<file path="src/rtl/trap_controller.sv">
// Machine-mode trap sequencer: arbitrates ECALL/EBREAK, M-mode interrupts and MRET, then drains.
// Optional TRAP_VECTORED_EN: interrupts use mtvec vectored mode when mtvec[1:0]==2'b01.
module trap_controller #(
  parameter int FLUSH_CYCLES = 2,
  parameter int XLEN         = 32
) (
  input  logic            clk,
  input  logic            rst,
  input  logic [2:0]      irq_pending,
  input  logic [2:0]      mie_bits,
  input  logic            mstatus_mie,
  input  logic            mstatus_mpie,
  input  logic            ex_valid,
  input  logic [XLEN-1:0] ex_pc,
  input  logic            ecall_exception,
  input  logic            ebreak_exception,
  input  logic            mret_instruction,
  input  logic [XLEN-1:0] mtvec,
  input  logic [XLEN-1:0] mepc,
  output logic            interrupt_pending,
  output logic [XLEN-1:0] interrupt_cause,
  output logic            trap_redirect,
  output logic [XLEN-1:0] trap_target,
  output logic            csr_trap_we,
  output logic [XLEN-1:0] csr_mepc_wdata,
  output logic [XLEN-1:0] csr_mcause_wdata,
  output logic            mstatus_we,
  output logic            mstatus_mie_next,
  output logic            mstatus_mpie_next,
  output logic            busy
);

  typedef enum logic [1:0] {IDLE, ENTRY, RETURN, DRAIN} state_t;

  localparam logic [XLEN-1:0] CAUSE_ECALL  = XLEN'(11);
  localparam logic [XLEN-1:0] CAUSE_EBREAK = XLEN'(3);
  localparam logic [XLEN-1:0] CAUSE_MEI    = {1'b1, (XLEN-1)'(11)};
  localparam logic [XLEN-1:0] CAUSE_MSI    = {1'b1, (XLEN-1)'(3)};
  localparam logic [XLEN-1:0] CAUSE_MTI    = {1'b1, (XLEN-1)'(7)};

  state_t          state;
  logic [3:0]      drain_cnt;

  logic [2:0]      irq_active;
  logic            irq_eligible;
  logic            take_trap;
  logic            take_irq;
  logic            take_mret;
  logic [XLEN-1:0] sel_cause;
  logic [XLEN-1:0] base_target;
  logic [XLEN-1:0] entry_target;
  logic            unused_low_bits;

  assign unused_low_bits = ^{ex_pc[1:0], mepc[1:0], mtvec[1:0]};
  assign base_target     = {mtvec[XLEN-1:2], 2'b00};

  // Exceptions outrank interrupts; an interrupt outranks MRET, which re-executes afterwards.
  always_comb begin
    irq_active   = irq_pending & mie_bits;
    irq_eligible = mstatus_mie & (|irq_active) & ex_valid;
    take_irq     = 1'b0;
    take_mret    = 1'b0;
    take_trap    = 1'b1;
    sel_cause    = '0;
    if (ex_valid && ecall_exception) begin
      sel_cause = CAUSE_ECALL;
    end else if (ex_valid && ebreak_exception) begin
      sel_cause = CAUSE_EBREAK;
    end else if (irq_eligible) begin
      take_irq  = 1'b1;
      sel_cause = irq_active[2] ? CAUSE_MEI : (irq_active[0] ? CAUSE_MSI : CAUSE_MTI);
    end else if (ex_valid && mret_instruction) begin
      take_mret = 1'b1;
      take_trap = 1'b0;
    end else begin
      take_trap = 1'b0;
    end
  end

  always_comb begin
    entry_target = base_target;
`ifdef TRAP_VECTORED_EN
    if (take_irq && mtvec[1:0] == 2'b01)
      entry_target = base_target + XLEN'({sel_cause[4:0], 2'b00});
`endif
  end

  always_ff @(posedge clk) begin
    if (rst) begin
      state             <= IDLE;
      drain_cnt         <= '0;
      interrupt_pending <= 1'b0;
      interrupt_cause   <= '0;
      trap_redirect     <= 1'b0;
      trap_target       <= '0;
      csr_trap_we       <= 1'b0;
      csr_mepc_wdata    <= '0;
      csr_mcause_wdata  <= '0;
      mstatus_we        <= 1'b0;
      mstatus_mie_next  <= 1'b0;
      mstatus_mpie_next <= 1'b0;
      busy              <= 1'b0;
    end else begin
      // Strobes are single-cycle: they only rise on the edge leaving IDLE.
      interrupt_pending <= 1'b0;
      trap_redirect     <= 1'b0;
      csr_trap_we       <= 1'b0;
      mstatus_we        <= 1'b0;
      case (state)
        IDLE: begin
          if (take_trap) begin
            state             <= ENTRY;
            busy              <= 1'b1;
            interrupt_cause   <= sel_cause;
            interrupt_pending <= take_irq;
            csr_trap_we       <= 1'b1;
            csr_mepc_wdata    <= {ex_pc[XLEN-1:2], 2'b00};
            csr_mcause_wdata  <= sel_cause;
            mstatus_we        <= 1'b1;
            mstatus_mie_next  <= 1'b0;
            mstatus_mpie_next <= mstatus_mie;
            trap_redirect     <= 1'b1;
            trap_target       <= entry_target;
          end else if (take_mret) begin
            state             <= RETURN;
            busy              <= 1'b1;
            interrupt_cause   <= '0;
            mstatus_we        <= 1'b1;
            mstatus_mie_next  <= mstatus_mpie;
            mstatus_mpie_next <= 1'b1;
            trap_redirect     <= 1'b1;
            trap_target       <= {mepc[XLEN-1:2], 2'b00};
          end
        end
        ENTRY, RETURN: begin
          state     <= DRAIN;
          drain_cnt <= 4'(FLUSH_CYCLES);
        end
        DRAIN: begin
          // Counter hits zero on the same edge that returns to IDLE: FLUSH_CYCLES drain cycles.
          drain_cnt <= drain_cnt - 4'd1;
          if (drain_cnt <= 4'd1) begin
            state     <= IDLE;
            busy      <= 1'b0;
            drain_cnt <= '0;
          end
        end
        default: state <= IDLE;
      endcase
    end
  end

endmodule

</file>
<file path="config.mk">
export PLATFORM = sky130hd
export DESIGN_NAME = trap_controller
export DESIGN_NICKNAME = d
export VERILOG_FILES = /design/src/rtl/trap_controller.sv
export SDC_FILE = /design/constraint.sdc
export NUM_CORES = 1
export LEC_CHECK = 0
export BUFFER_PORTS_ARGS = -buffer_cell sky130_fd_sc_hd__clkbuf_2
export CORE_MARGIN = 4
export CORE_UTILIZATION = 38
export CTS_BUF_LIST = sky130_fd_sc_hd__clkbuf_16
export DETAILED_ROUTE_END_ITERATION = 8
export PLACE_DENSITY = 0.75
export SYNTH_ARGS = -nofsm -noshare
export SYNTH_HDL_FRONTEND = slang
export SYNTH_SLANG_ARGS = --single-unit
</file>
<file path="constraint.sdc">
create_clock -name clk -period 2.01 [get_ports clk]
set_input_delay 0.3015 -clock clk [delete_from_list [all_inputs] [get_ports clk]]
set_output_delay 0.3015 -clock clk [all_outputs]
set_load 0.01 [all_outputs]
</file>
==> metrics.md, run 1 <==
| Metric | Value |
|---|---|
| Share of final-layout standard cells stronger than drive strength 1 | 35.4% |
| Initial antenna violation count | 0 |
| Peak supply drop | 524 µV |
| Clock Power Share | 28.3% |
| Final max-slew violation count | 0 |
| Number of clock buffers inserted by TritonCTS | 9 |
| Worst EP arrival | 1.99 ns |
| Type of element launching the critical path | flop |
| Final hold violations | 0 |
| Count of mapped cells out of synthesis | 441 |
| Maximum frequency from static timing analysis | 567 MHz |
| Class of the worst hold path | in -> reg |
| Remaining Overflow, GRT | 0 |
| Total of flip-flops plus latches after synthesis | 80 |
| Nets | 722 |
| Dpl hpwl | 8100 µm |
| Sw Pwr | 1.97 mW |
| Max H-tree Level | 3 |
| Total power of the final layout | 5.42 mW |
| Post-cts hold buffer count | 0 |
| DRT Pass-1 Iters | 5 |
| Number of buffers on the longest clock path | 2 |
| Starting density of the core | 39.6% |
| Total setup violations reported at the end of the flow | 0 |
| Worst path top cell family by delay | compound AO/OA/AOI/OAI gates |
| CTS Sinks | 80 |
| Share of power burned in registers | 37.3% |
| Via count of the first global-routing pass | 3480 |
| Main synth FF type | sky130_fd_sc_hd__dfxtp_1 |
| Share of the cycle needed by the critical path after routing | 87.8% |
| Core outline area | 9420 µm² |
| Number of cells in the design after placement | 726 |
| Clock tree from TritonCTS | done |
| Antenna diode count | 0 |
| Die footprint | 11500 µm² |
| Clock transition at the register clock pins on the worst setup and hold paths after CTS | 0.06 ns |
| Post-synthesis cell area | 3730 µm² |
| IO Pins | 245 |
| CP Buf/Inv Count | 1 |
| Y dimension of the die | 107 µm |
| Via count | 3682 |
| Internal power | 3.45 mW |
| GRT Total Usage | 18.3% |
| Transition time at the pin with the least slew margin | 0.672 ns |
| Max stage delay on crit path | 0.57 ns |
| Post-Route Setup TNS | 0 ns |
| Latest clock arrival within the worst-skew pair | 0.33 ns |
| Unrepaired setup endpoints after global routing | false |
| Type of the worst setup path | reg -> reg |
| Synthesized area per cell | 8.46 µm² |
| First-pass GRT wire length | 17000 µm |
| Row count | 35 |
| Pwr Density | 1130 nW/µm² |
| Maximum fanout along the worst path | 4 |
| Ordered list of cells on the worst path | inv_1 > ha_1 > nor2_1 > o31ai_1 > a21oi_1 > o21ba_2 |
| PostCTS Resize Cnt | 0 |
| Result of the run | finished, final reports clean |
| Largest net degree at the start of global routing | 78 |
| Distinct cell type count of the synthesized netlist | 40 |
| Filler Cell Count | 899 |
| Post-layout minimum cycle time | 1.76 ns |
| Number of warnings reported in the yosys synthesis log | 0 |
| Root Buffer | sky130_fd_sc_hd__clkbuf_16 |
| Switch share | 36.3% |
| Number of synthesized flops with an enable pin | 0 |
| Fraction of registers with async set or reset after synthesis | 0% |
| Number of standard cells in the final layout excluding fillers | 742 |
| DR DRC count | 0 |
| CP max-delay cell | sky130_fd_sc_hd__o31ai_1 |
| Die Span X | 107 µm |
| Sequential element share of the synthesized area | 42.9% |
| Routed WL per cell | 14.7 µm |
| Final Routed Wirelength | 10900 µm |
| Worst Skew | 0.00635 ns |
| Routed vias/inst | 4.96 |
| Buffers inserted by post-CTS timing repair | 0 |
| Leakage | 2.24 nW |
| Count of maximum capacitance violations | 0 |
| Initial DRC Count | 186 |
| Routability congestion estimate from global placement | 0.854 |
| Worst hold slack after final layout | 0.189 ns |
| CP Data Required Time | 2.23 ns |
| Layout area overhead | 28.8% |
| Post-route ant nets | 0 |
| Worst setup EP type | flop |
| Number of buffers inserted by port buffering | 180 |
| Worst-case headroom to the max-slew limit | 54.8% |
| Logic pwr share | 34.4% |
sequential cells by signal, indices dropped and copies added, names as in the netlist:
signal,count
mstatus_we,1
csr_trap_we,1
interrupt_pending,1
mstatus_mie_next,1
mstatus_mpie_next,1
csr_mcause_wdata,4
csr_mepc_wdata,30
drain_cnt,4
busy,1
interrupt_cause,4
trap_target,30
state,2
area by class of cell:
class,count,area (µm²),share of cell area (%)
Inverter,5,18.8,0.391
Timing Repair Buffer,193,1070,22.3
Clock buffer,9,225,4.69
Multi-Input combinational cell,319,1670,34.7
Clock inverter,7,55.1,1.15
Sequential cell,80,1600,33.3
Tap cell,129,161,3.36
Yosys cell counts (2+ instances only):
master	number	area, µm²
sky130_fd_sc_hd__buf_2	4	20.0
sky130_fd_sc_hd__a32oi_1	30	263
sky130_fd_sc_hd__nand2b_1	2	12.5
sky130_fd_sc_hd__buf_4	66	495
sky130_fd_sc_hd__inv_1	5	18.8
sky130_fd_sc_hd__nand3_1	36	180
sky130_fd_sc_hd__buf_6	6	67.6
sky130_fd_sc_hd__nand2_1	69	259
sky130_fd_sc_hd__o21ba_2	2	20.0
sky130_fd_sc_hd__o21a_1	2	15.0
sky130_fd_sc_hd__o21ai_0	2	10.0
sky130_fd_sc_hd__or3_1	2	12.5
sky130_fd_sc_hd__dfxtp_1	80	1600
sky130_fd_sc_hd__ha_1	4	50.1
sky130_fd_sc_hd__nor2_1	12	45.0
sky130_fd_sc_hd__clkbuf_1	17	63.8
sky130_fd_sc_hd__o31ai_1	2	15.0
sky130_fd_sc_hd__nor3_1	3	15.0
sky130_fd_sc_hd__a21oi_1	75	375
sky130_fd_sc_hd__nor4b_1	2	17.5
placed cells by master, fill, tap and decap left out, types with 3 or more instances in the layout:
cell and n:
sky130_fd_sc_hd__dfxtp_1 80, sky130_fd_sc_hd__nand3_1 36, sky130_fd_sc_hd__conb_1 58, sky130_fd_sc_hd__nand2_1 69
sky130_fd_sc_hd__a32oi_1 30, sky130_fd_sc_hd__ha_1 4, sky130_fd_sc_hd__inv_1 5, sky130_fd_sc_hd__nor3_1 3
sky130_fd_sc_hd__clkbuf_16 9, sky130_fd_sc_hd__buf_12 6, sky130_fd_sc_hd__clkbuf_2 180, sky130_fd_sc_hd__a21oi_1 75
sky130_fd_sc_hd__buf_4 7, sky130_fd_sc_hd__nor2_1 11
power by group through the flow:
stage	clock network [mW]	registers [mW]	logic, mW
3_5_place_dp	0	2.06	1.88
6_report	1.53	2.02	1.86
5_1_grt	1.64	2.06	2.09
2_1_floorplan	0	2.16	1.21
3_3_place_gp	0	2.04	1.83
4_1_cts	1.58	2.03	1.88
worst min-delay path, cell delays in order:
cell and delay, ns:
sky130_fd_sc_hd__clkbuf_2 0.08, sky130_fd_sc_hd__nand2_1 0.04, sky130_fd_sc_hd__a21oi_1 0.05
metrics by stage:
step / worst slack, ns / util, % / instance area (µm²)
after floorplan: 0.324 / - / 3940
after global placement: 0.190 / 48.0 / 4520
after detailed placement: 0.175 / 48.0 / 4520
after CTS: 0.263 / 51.0 / 4800
after global routing: 0.0478 / 51.0 / 4800
final: 0.246 / 51.0 / 4800
path summary, 6_finish.rpt:
path                                    startpoint                  to  slack (ns)  cells past startpoint
worst min-delay path                      ex_pc[5]   csr_mepc_wdata[5]        0.19                      3
worst max register to register        drain_cnt[0]            state[0]        0.25                      6
worst min register to register  csr_mepc_wdata[28]  csr_mepc_wdata[28]        0.46                      2
worst max-delay path                  drain_cnt[0]            state[0]        0.25                      6
kinds of logic (layout without fill, tap and decap cells):
logic type	Yosys count	in the layout	share of synthesized area, %
and+or+nand+nor	131	131	15.5
AOI/OAI and AO/OA	126	126	21.8
buffers and inverters	99	214	18.4
DFF	80	80	42.9
adders and majority gates	4	4	1.34
other	1	58	0.101
layer usage:
| layer | GRT usage [%] | vias up | share of wire, % |
|---|---|---|---|
| met5 | 0 | - | 0 |
| met4 | 7.58 | 0 | 2.3 |
| met3 | 5.00 | 23 | 11 |
| met2 | 30.7 | 215 | 48 |
| met1 | 22.0 | 1674 | 39 |
| li1 | - | 1770 | - |
(Power assumes the default switching activity.)
==> inputs of run 2 (changes only) <==
--- a/config.mk
+++ b/config.mk
@@ -6,6 +6,7 @@
 export NUM_CORES = 1
 export LEC_CHECK = 0
 export BUFFER_PORTS_ARGS = -buffer_cell sky130_fd_sc_hd__clkbuf_2
+export CORE_ASPECT_RATIO = 0.8
 export CORE_MARGIN = 4
 export CORE_UTILIZATION = 38
 export CTS_BUF_LIST = sky130_fd_sc_hd__clkbuf_16
==> constraint.sdc (replaced) <==
create_clock -name clk -period 2.01 [get_ports clk]
set_input_delay 0.402 -clock clk [delete_from_list [all_inputs] [get_ports clk]]
set_output_delay 0.402 -clock clk [all_outputs]
set_load 0.01 [all_outputs]
==> metrics.md, run 2 (synthesized netlist as in run 1, its figures left out) <==
| Metric | Value |
|---|---|
| Result of the run | finished, final reports clean (unchanged) |
| Launch point of the worst reg-to-reg path | state[0] (was drain_cnt[0]) |
| Share of the cycle needed by the critical path after routing | 87.0% (was 87.8%) |
| First-pass GRT wire length | 16400 µm (was 17000 µm) |
| Post-cts hold buffer count | 0 (unchanged) |
| GRT Total Usage | 16.9% (was 18.3%) |
| Leakage | 2.26 nW (was 2.24 nW) |
| Max H-tree Level | 3 (unchanged) |
| Registers with the most flip-flops | csr_mepc_wdata: 30 flops, trap_target: 30 flops (unchanged) |
| Starting density of the core | 38.8% (was 39.6%) |
| Internal power | 3.57 mW (was 3.45 mW) |
| Initial antenna violation count | 0 (unchanged) |
| Hold Path Cell Cnt | 3 (unchanged) |
| Y dimension of the die | 96.6 µm (was 107 µm) |
| CP max-delay cell | sky130_fd_sc_hd__nor4b_1 (was sky130_fd_sc_hd__o31ai_1) |
| Layout area overhead | 29.3% (was 28.8%) |
| Routed WL per cell | 13.7 µm (was 14.7 µm) |
| Worst-case headroom to the max-slew limit | 58.5% (was 54.8%) |
| Post-Route Setup TNS | 0 ns (unchanged) |
| Switch share | 34.8% (was 36.3%) |
| Count of maximum capacitance violations | 0 (unchanged) |
| Number of standard cells in the final layout excluding fillers | 734 (was 742) |
| Worst Skew | 0.00605 ns (was 0.00635 ns) |
| Share of final-layout standard cells stronger than drive strength 1 | 35.4% (about the same) |
| Capture endpoint of the worst hold path | csr_mepc_wdata[24] (was csr_mepc_wdata[5]) |
| Final max-slew violation count | 0 (unchanged) |
| Via count | 3589 (was 3682) |
| Worst setup EP type | flop (unchanged) |
| Type of the worst setup path | reg -> reg (unchanged) |
| Number of buffers on the longest clock path | 2 (unchanged) |
| Transition time at the pin with the least slew margin | 0.617 ns (was 0.672 ns) |
| Maximum frequency from static timing analysis | 572 MHz (was 567 MHz) |
| Number of cells on the worst reg-to-reg path | 8 (was 6) |
| Most frequent standard cell in the layout excluding fill and tap cells | sky130_fd_sc_hd__clkbuf_2 (unchanged) |
| Root Buffer | sky130_fd_sc_hd__clkbuf_16 (unchanged) |
| Remaining Overflow, GRT | 0 (unchanged) |
| Routability congestion estimate from global placement | 0.792 (was 0.854) |
| Clock transition at the register clock pins on the worst setup and hold paths after CTS | 0.06 ns (about the same) |
| Hold Crit Start | ex_pc[24] (was ex_pc[5]) |
| Nets | 725 (was 722) |
| Sw Pwr | 1.91 mW (was 1.97 mW) |
| Largest net degree at the start of global routing | 43 (was 78) |
| Unrepaired setup endpoints after global routing | false (unchanged) |
| Row count | 32 (was 35) |
| Via count of the first global-routing pass | 3506 (was 3480) |
| Final hold violations | 0 (unchanged) |
| Type of element launching the critical path | flop (unchanged) |
| Die footprint | 11500 µm² (about the same) |
| CTS Sinks | 80 (unchanged) |
| Clock Power Share | 28.7% (was 28.3%) |
| Final Routed Wirelength | 10100 µm (was 10900 µm) |
| Antenna diode count | 0 (unchanged) |
| Logic pwr share | 34.5% (was 34.4%) |
| Destination of the worst register-to-register timing path | interrupt_cause[2] (was state[0]) |
| Peak supply drop | 601 µV (was 524 µV) |
| DR DRC count | 0 (unchanged) |
| Latest clock arrival within the worst-skew pair | 0.33 ns (about the same) |
| Max stage delay on crit path | 0.38 ns (was 0.57 ns) |
| Initial DRC Count | 183 (was 186) |
| Class of the worst hold path | in -> reg (unchanged) |
| Total setup violations reported at the end of the flow | 0 (unchanged) |
| Worst setup path startpoint | state[0] (was drain_cnt[0]) |
| Reg2Reg Setup Slack | 0.26 ns (was 0.25 ns) |
| Number of clock buffers inserted by TritonCTS | 9 (unchanged) |
| Number of buffers inserted by port buffering | 180 (unchanged) |
| IO Pins | 245 (unchanged) |
| Ordered list of cells on the worst path | inv_1 > ha_1 > buf_4 > inv_1 > nor4b_1 > buf_4 > nand2_1 > a21oi_1 (was inv_1 > ha_1 > nor2_1 > o31ai_1 > a21oi_1 > o21ba_2) |
| Dpl hpwl | 7610 µm (was 8100 µm) |
| CP Data Required Time | 2.27 ns (was 2.23 ns) |
| Die Span X | 119 µm (was 107 µm) |
| Routed vias/inst | 4.89 (was 4.96) |
| Post-route ant nets | 0 (unchanged) |
| Worst EP arrival | 2.01 ns (was 1.99 ns) |
| Core outline area | 9610 µm² (was 9420 µm²) |
| Post-layout minimum cycle time | 1.75 ns (was 1.76 ns) |
| Share of power burned in registers | 36.9% (was 37.3%) |
| DRT Pass-1 Iters | 4 (was 5) |
| Commonest cells after routing, fill and taps aside | 180 x sky130_fd_sc_hd__clkbuf_2, 80 x sky130_fd_sc_hd__dfxtp_1, 75 x sky130_fd_sc_hd__a21oi_1 (unchanged) |
| Number of cells in the design after placement | 718 (was 726) |
| Clock tree from TritonCTS | done (unchanged) |
| Maximum fanout along the worst path | 13 (was 4) |
| Pwr Density | 1140 nW/µm² (was 1130 nW/µm²) |
run 2: cell count changes in the layout (fill, tap and decap cells not counted):
cell,before,now
sky130_fd_sc_hd__inv_1,5,6
sky130_fd_sc_hd__buf_4,7,10
sky130_fd_sc_hd__clkinvlp_4,1,2
sky130_fd_sc_hd__bufinv_16,0,1
sky130_fd_sc_hd__clkinv_2,2,1
sky130_fd_sc_hd__inv_6,2,0
sky130_fd_sc_hd__inv_8,1,0
run 2: cell type report:
cell class	instances	area, µm²
flip-flops and latches	80	1600
fillers	904	4790
clock inverters	6	62.6
inverters	5	18.8
well taps	119	149
repair buffers	196	1100
multi-input cells	319	1670
clock buffers	9	225
run 2: worst max path at each step:
stage                         end  slack [ns]  cells after the start
6_report       interrupt_cause[2]        0.26                      8
5_1_grt                  state[1]        0.13                      6
4_1_cts           trap_target[16]        0.11                      8
3_5_place_dp      trap_target[16]        0.07                      7
3_3_place_gp      trap_target[29]        0.16                      7
2_1_floorplan                busy        0.22                      4
run 2: timing repair:
| item | in CTS | in global routing |
|---|---|---|
| setup buffers | 0 | 1 |
| hold endpoints to repair | 0 | 0 |
| setup endpoints to repair | 0 | 3 |
| gates resized for setup | 0 | 0 |
run 2: worst max-delay path: cells and delay by family (launching register included):
kind,cells,cell delay [ns]
adders and majority gates,1,0.18
DFF,1,0.32
buffers and inverters,4,0.60
AOI/OAI and AO/OA,1,0.14
and+or+nand+nor,2,0.45
run 2: per-stage QoR:
step	setup WS (ns)	cell area (µm²)	util [%]	total power, mW	hold slack (ns)
3_3_place_gp	0.160	4530	47.1	3.87	0.441
4_1_cts	0.106	4810	50.1	5.54	0.273
5_1_grt	0.134	4820	50.2	5.83	0.294
2_1_floorplan	0.224	3940	-	3.36	0.458
3_5_place_dp	0.0745	4530	47.1	3.94	0.448
6_report	0.260	4820	50.2	5.48	0.290
run 2: power groups by stage:
stage / clock network, mW / logic, mW / registers, mW
finish: 1.57 / 1.89 / 2.02
global placement: 0 / 1.83 / 2.04
CTS: 1.63 / 1.89 / 2.02
floorplan: 0 / 1.21 / 2.16
detailed placement: 0 / 1.88 / 2.05
global route: 1.69 / 2.09 / 2.06
run 2: metal layers:
layer | GRT usage, % | routed length [µm] | up-vias
met5 | 0 | 0 | -
met1 | 19.2 | 3990 | 1650
met4 | 4.63 | 125 | 0
li1 | - | - | 1774
met2 | 29.8 | 5070 | 150
met3 | 6.25 | 899 | 15
==> inputs of run 3 (changes only) <==
--- a/config.mk
+++ b/config.mk
@@ -11,7 +11,7 @@
 export CORE_UTILIZATION = 38
 export CTS_BUF_LIST = sky130_fd_sc_hd__clkbuf_16
 export DETAILED_ROUTE_END_ITERATION = 8
-export PLACE_DENSITY = 0.75
+export PLACE_DENSITY = 0.77
 export SYNTH_ARGS = -nofsm -noshare
 export SYNTH_HDL_FRONTEND = slang
 export SYNTH_SLANG_ARGS = --single-unit
==> constraint.sdc (replaced) <==
create_clock -name clk -period 1.5 [get_ports clk]
set_input_delay 0.3 -clock clk [delete_from_list [all_inputs] [get_ports clk]]
set_output_delay 0.3 -clock clk [all_outputs]
set_load 0.01 [all_outputs]
==> metrics.md, run 3 (synthesized netlist as in run 1, its figures left out) <==
| Metric | Value |
|---|---|
| Type of the worst setup path | reg -> reg (unchanged) |
| Filler Cell Count | 856 (was 904) |
| Clock transition at the register clock pins on the worst setup and hold paths after CTS | 0.07 ns (was 0.06 ns) |
| Finished Cell Area | 5360 µm² (was 4820 µm²) |
| DR DRC count | 0 (unchanged) |
| Via count | 3821 (was 3589) |
| Row count | 32 (unchanged) |
| Number of cells on the worst reg-to-reg path | 8 (unchanged) |
| Root Buffer | sky130_fd_sc_hd__clkbuf_16 (unchanged) |
| Ordered list of cells on the worst path | inv_2 > ha_4 > o311ai_4 > a21oi_4 > buf_12 > buf_12 > a32oi_1 > a21oi_1 (was inv_1 > ha_1 > buf_4 > inv_1 > nor4b_1 > buf_4 > nand2_1 > a21oi_1) |
| IO Pins | 245 (unchanged) |
| CP endpoint | trap_target[26] (was interrupt_cause[2]) |
| Share of the cycle needed by the critical path after routing | 101% (was 87.0%) |
| Hold Path Cell Cnt | 3 (unchanged) |
| Number of cells in the design after placement | 736 (was 718) |
| Clock tree from TritonCTS | done (unchanged) |
| Initial antenna violation count | 0 (unchanged) |
| Most frequent cell on the critical path | sky130_fd_sc_hd__buf_12 |
| CP Data Required Time | 1.75 ns (was 2.27 ns) |
| Initial DRC Count | 254 (was 183) |
| Number of clock buffers inserted by TritonCTS | 9 (unchanged) |
| Die Span X | 119 µm (unchanged) |
| Routability congestion estimate from global placement | 0.836 (was 0.792) |
| Commonest cells after routing, fill and taps aside | 180 x sky130_fd_sc_hd__clkbuf_2, 78 x sky130_fd_sc_hd__dfxtp_1, 68 x sky130_fd_sc_hd__nand2_1, 68 x sky130_fd_sc_hd__a21oi_1, 58 x sky130_fd_sc_hd__conb_1 (was 180 x sky130_fd_sc_hd__clkbuf_2, 80 x sky130_fd_sc_hd__dfxtp_1, 75 x sky130_fd_sc_hd__a21oi_1) |
| First-pass GRT wire length | 17900 µm (was 16400 µm) |
| Final hold violations | 0 (unchanged) |
| Violated checks | setup timing |
| Largest net degree at the start of global routing | 43 (unchanged) |
| Share of final-layout standard cells stronger than drive strength 1 | 43.1% (was 35.4%) |
| Die footprint | 11500 µm² (unchanged) |
| Total setup violations reported at the end of the flow | 1 (was 0) |
| Launch point of the worst reg-to-reg path | state[0] (unchanged) |
| Remaining Overflow, GRT | 0 (unchanged) |
| Via count of the first global-routing pass | 3698 (was 3506) |
| Maximum fanout along the worst path | 10 (was 13) |
| Result of the run | complete, but fails checks (was finished, final reports clean) |
| Most frequent standard cell in the layout excluding fill and tap cells | sky130_fd_sc_hd__clkbuf_2 (unchanged) |
| Dpl hpwl | 8320 µm (was 7610 µm) |
| Class of the worst hold path | in -> reg (unchanged) |
| Register area | 1600 µm² (about the same) |
| Layout area overhead | 43.8% (was 29.3%) |
| Reg2Reg Setup Slack | -0.01 ns (was 0.26 ns) |
| Type of element launching the critical path | flop (unchanged) |
| Max stage delay on crit path | 0.32 ns (was 0.38 ns) |
| Peak supply drop | 950 µV (was 601 µV) |
| Starting density of the core | 38.8% (unchanged) |
| Routed WL per cell | 15.7 µm (was 13.7 µm) |
| Maximum frequency from static timing analysis | 662 MHz (was 572 MHz) |
| Final max-slew violation count | 0 (unchanged) |
| Antenna diode count | 0 (unchanged) |
| Worst setup EP type | flop (unchanged) |
| Worst Skew | 0.00632 ns (was 0.00605 ns) |
| Placed cell area | 4680 µm² (was 4530 µm²) |
| DRT Pass-1 Iters | 4 (unchanged) |
| CP max-delay cell | sky130_fd_sc_hd__dfxtp_2 (was sky130_fd_sc_hd__nor4b_1) |
| Nets | 751 (was 725) |
| Leakage | 2.47 nW (was 2.26 nW) |
| CP Depth | 8 (unchanged) |
| Number of buffers inserted by port buffering | 180 (unchanged) |
| Final Routed Wirelength | 12000 µm (was 10100 µm) |
| Core outline area | 9610 µm² (unchanged) |
| CTS Sinks | 80 (unchanged) |
| Number of buffers on the longest clock path | 2 (unchanged) |
| Unrepaired setup endpoints after global routing | true (was false) |
| Worst path top cell family by delay | compound AO/OA/AOI/OAI gates (was buffers and inverters) |
| Y dimension of the die | 96.6 µm (unchanged) |
| Multi-input gate area in the final layout | 1840 µm² (was 1670 µm²) |
| Destination of the worst register-to-register timing path | trap_target[26] (was interrupt_cause[2]) |
| GRT Total Usage | 19.1% (was 16.9%) |
| Registers with the most flip-flops | csr_mepc_wdata: 30 flops, trap_target: 30 flops (unchanged) |
| Post-cts hold buffer count | 0 (unchanged) |
| Post-route ant nets | 0 (unchanged) |
| Max H-tree Level | 3 (unchanged) |
| Latest clock arrival within the worst-skew pair | 0.34 ns (was 0.33 ns) |
| Worst EP arrival | 1.76 ns (was 2.01 ns) |
| Post-route setup slack | -0.0111 ns (was 0.260 ns) |
| CP Buf/Inv Count | 3 (was 4) |
| Worst Setup Slack post-DPL | -0.250 ns (was 0.0745 ns) |
| Worst setup path startpoint | state[0] (unchanged) |
| Routed vias/inst | 5.02 (was 4.89) |
| Number of standard cells in the final layout excluding fillers | 761 (was 734) |
| Post-layout minimum cycle time | 1.51 ns (was 1.75 ns) |
| Pwr Density | 1580 nW/µm² (was 1140 nW/µm²) |
| Count of maximum capacitance violations | 0 (unchanged) |
## run 3: changes by cell type in the layout (fill, tap and decap cells not counted), sizes merged
cell	before	now
clkinv	2	1
clkbuf	189	192
bufinv	1	2
inv	6	7
buf	16	39
## run 3: worst min-delay path by stage
stage / startpoint / endpoint / slack (ns)
finish: ex_pc[14] / csr_mepc_wdata[14] / 0.18
global route: ex_pc[11] / csr_mepc_wdata[11] / 0.18
CTS: ex_pc[11] / csr_mepc_wdata[11] / 0.17
detailed placement: csr_mepc_wdata[22] / csr_mepc_wdata[22] / 0.45
global placement: csr_mepc_wdata[19] / csr_mepc_wdata[19] / 0.44
floorplan: ex_pc[10] / csr_mepc_wdata[10] / 0.44
## run 3: stage by stage
| step | util, % | power, mW | TNS (ns) | hold WS [ns] |
|---|---|---|---|---|
| finish | 55.8 | 8.46 | -0.0111 | 0.181 |
| global route | 55.8 | 8.94 | -1.32 | 0.175 |
| CTS | 53.4 | 8.10 | -0.0184 | 0.168 |
| detailed placement | 48.7 | 5.41 | -12.88 | 0.446 |
| global placement | 48.7 | 5.31 | -11.03 | 0.439 |
| floorplan | - | 4.55 | -6.46 | 0.436 |
## run 3: worst min-delay path: cells and delay by family
family	cells	cell delay [ns]
AND/OR/NAND/NOR	1	0.05
buffers and inverters	1	0.08
AO/OA/AOI/OAI	1	0.05
## run 3: layout make-up
cell class	count	share of cell area [%]
Sequential cell	80	29.9
Clock buffer	9	4.20
Timing Repair Buffer	222	26.6
Tap cell	119	2.78
Clock inverter	7	1.80
Multi-Input combinational cell	319	34.3
Inverter	5	0.350
## run 3: report_power, final
| part | internal, mW | switching (mW) | leakage, nW |
|---|---|---|---|
| registers | 2.51 | 0.206 | 0.656 |
| logic | 1.55 | 1.83 | 1.66 |
| clock network | 1.46 | 0.900 | 0.153 |
| total | 5.52 | 2.94 | 2.47 |
## run 3: what timing repair did
item / 4_1_cts / 5_1_grt
hold endpoints to repair: 0 / 0
endpoints found under the setup margin: 74 / 69
gates resized for setup: 18 / 25
cloned: 2 / 4
buffers inserted: 1 / 3
pin swaps: 15 / 26
## run 3: per-layer routing
| metal | vias up | share of wire, % | wire [µm] | track usage, % |
|---|---|---|---|---|
| li1 | 1837 | - | - | - |
| met1 | 1778 | 39 | 4620 | 21.2 |
| met2 | 189 | 50 | 5970 | 33.1 |
| met3 | 17 | 10 | 1200 | 7.66 |
| met4 | 0 | 1.5 | 180 | 6.77 |
| met5 | - | 0 | 0 | 0 |
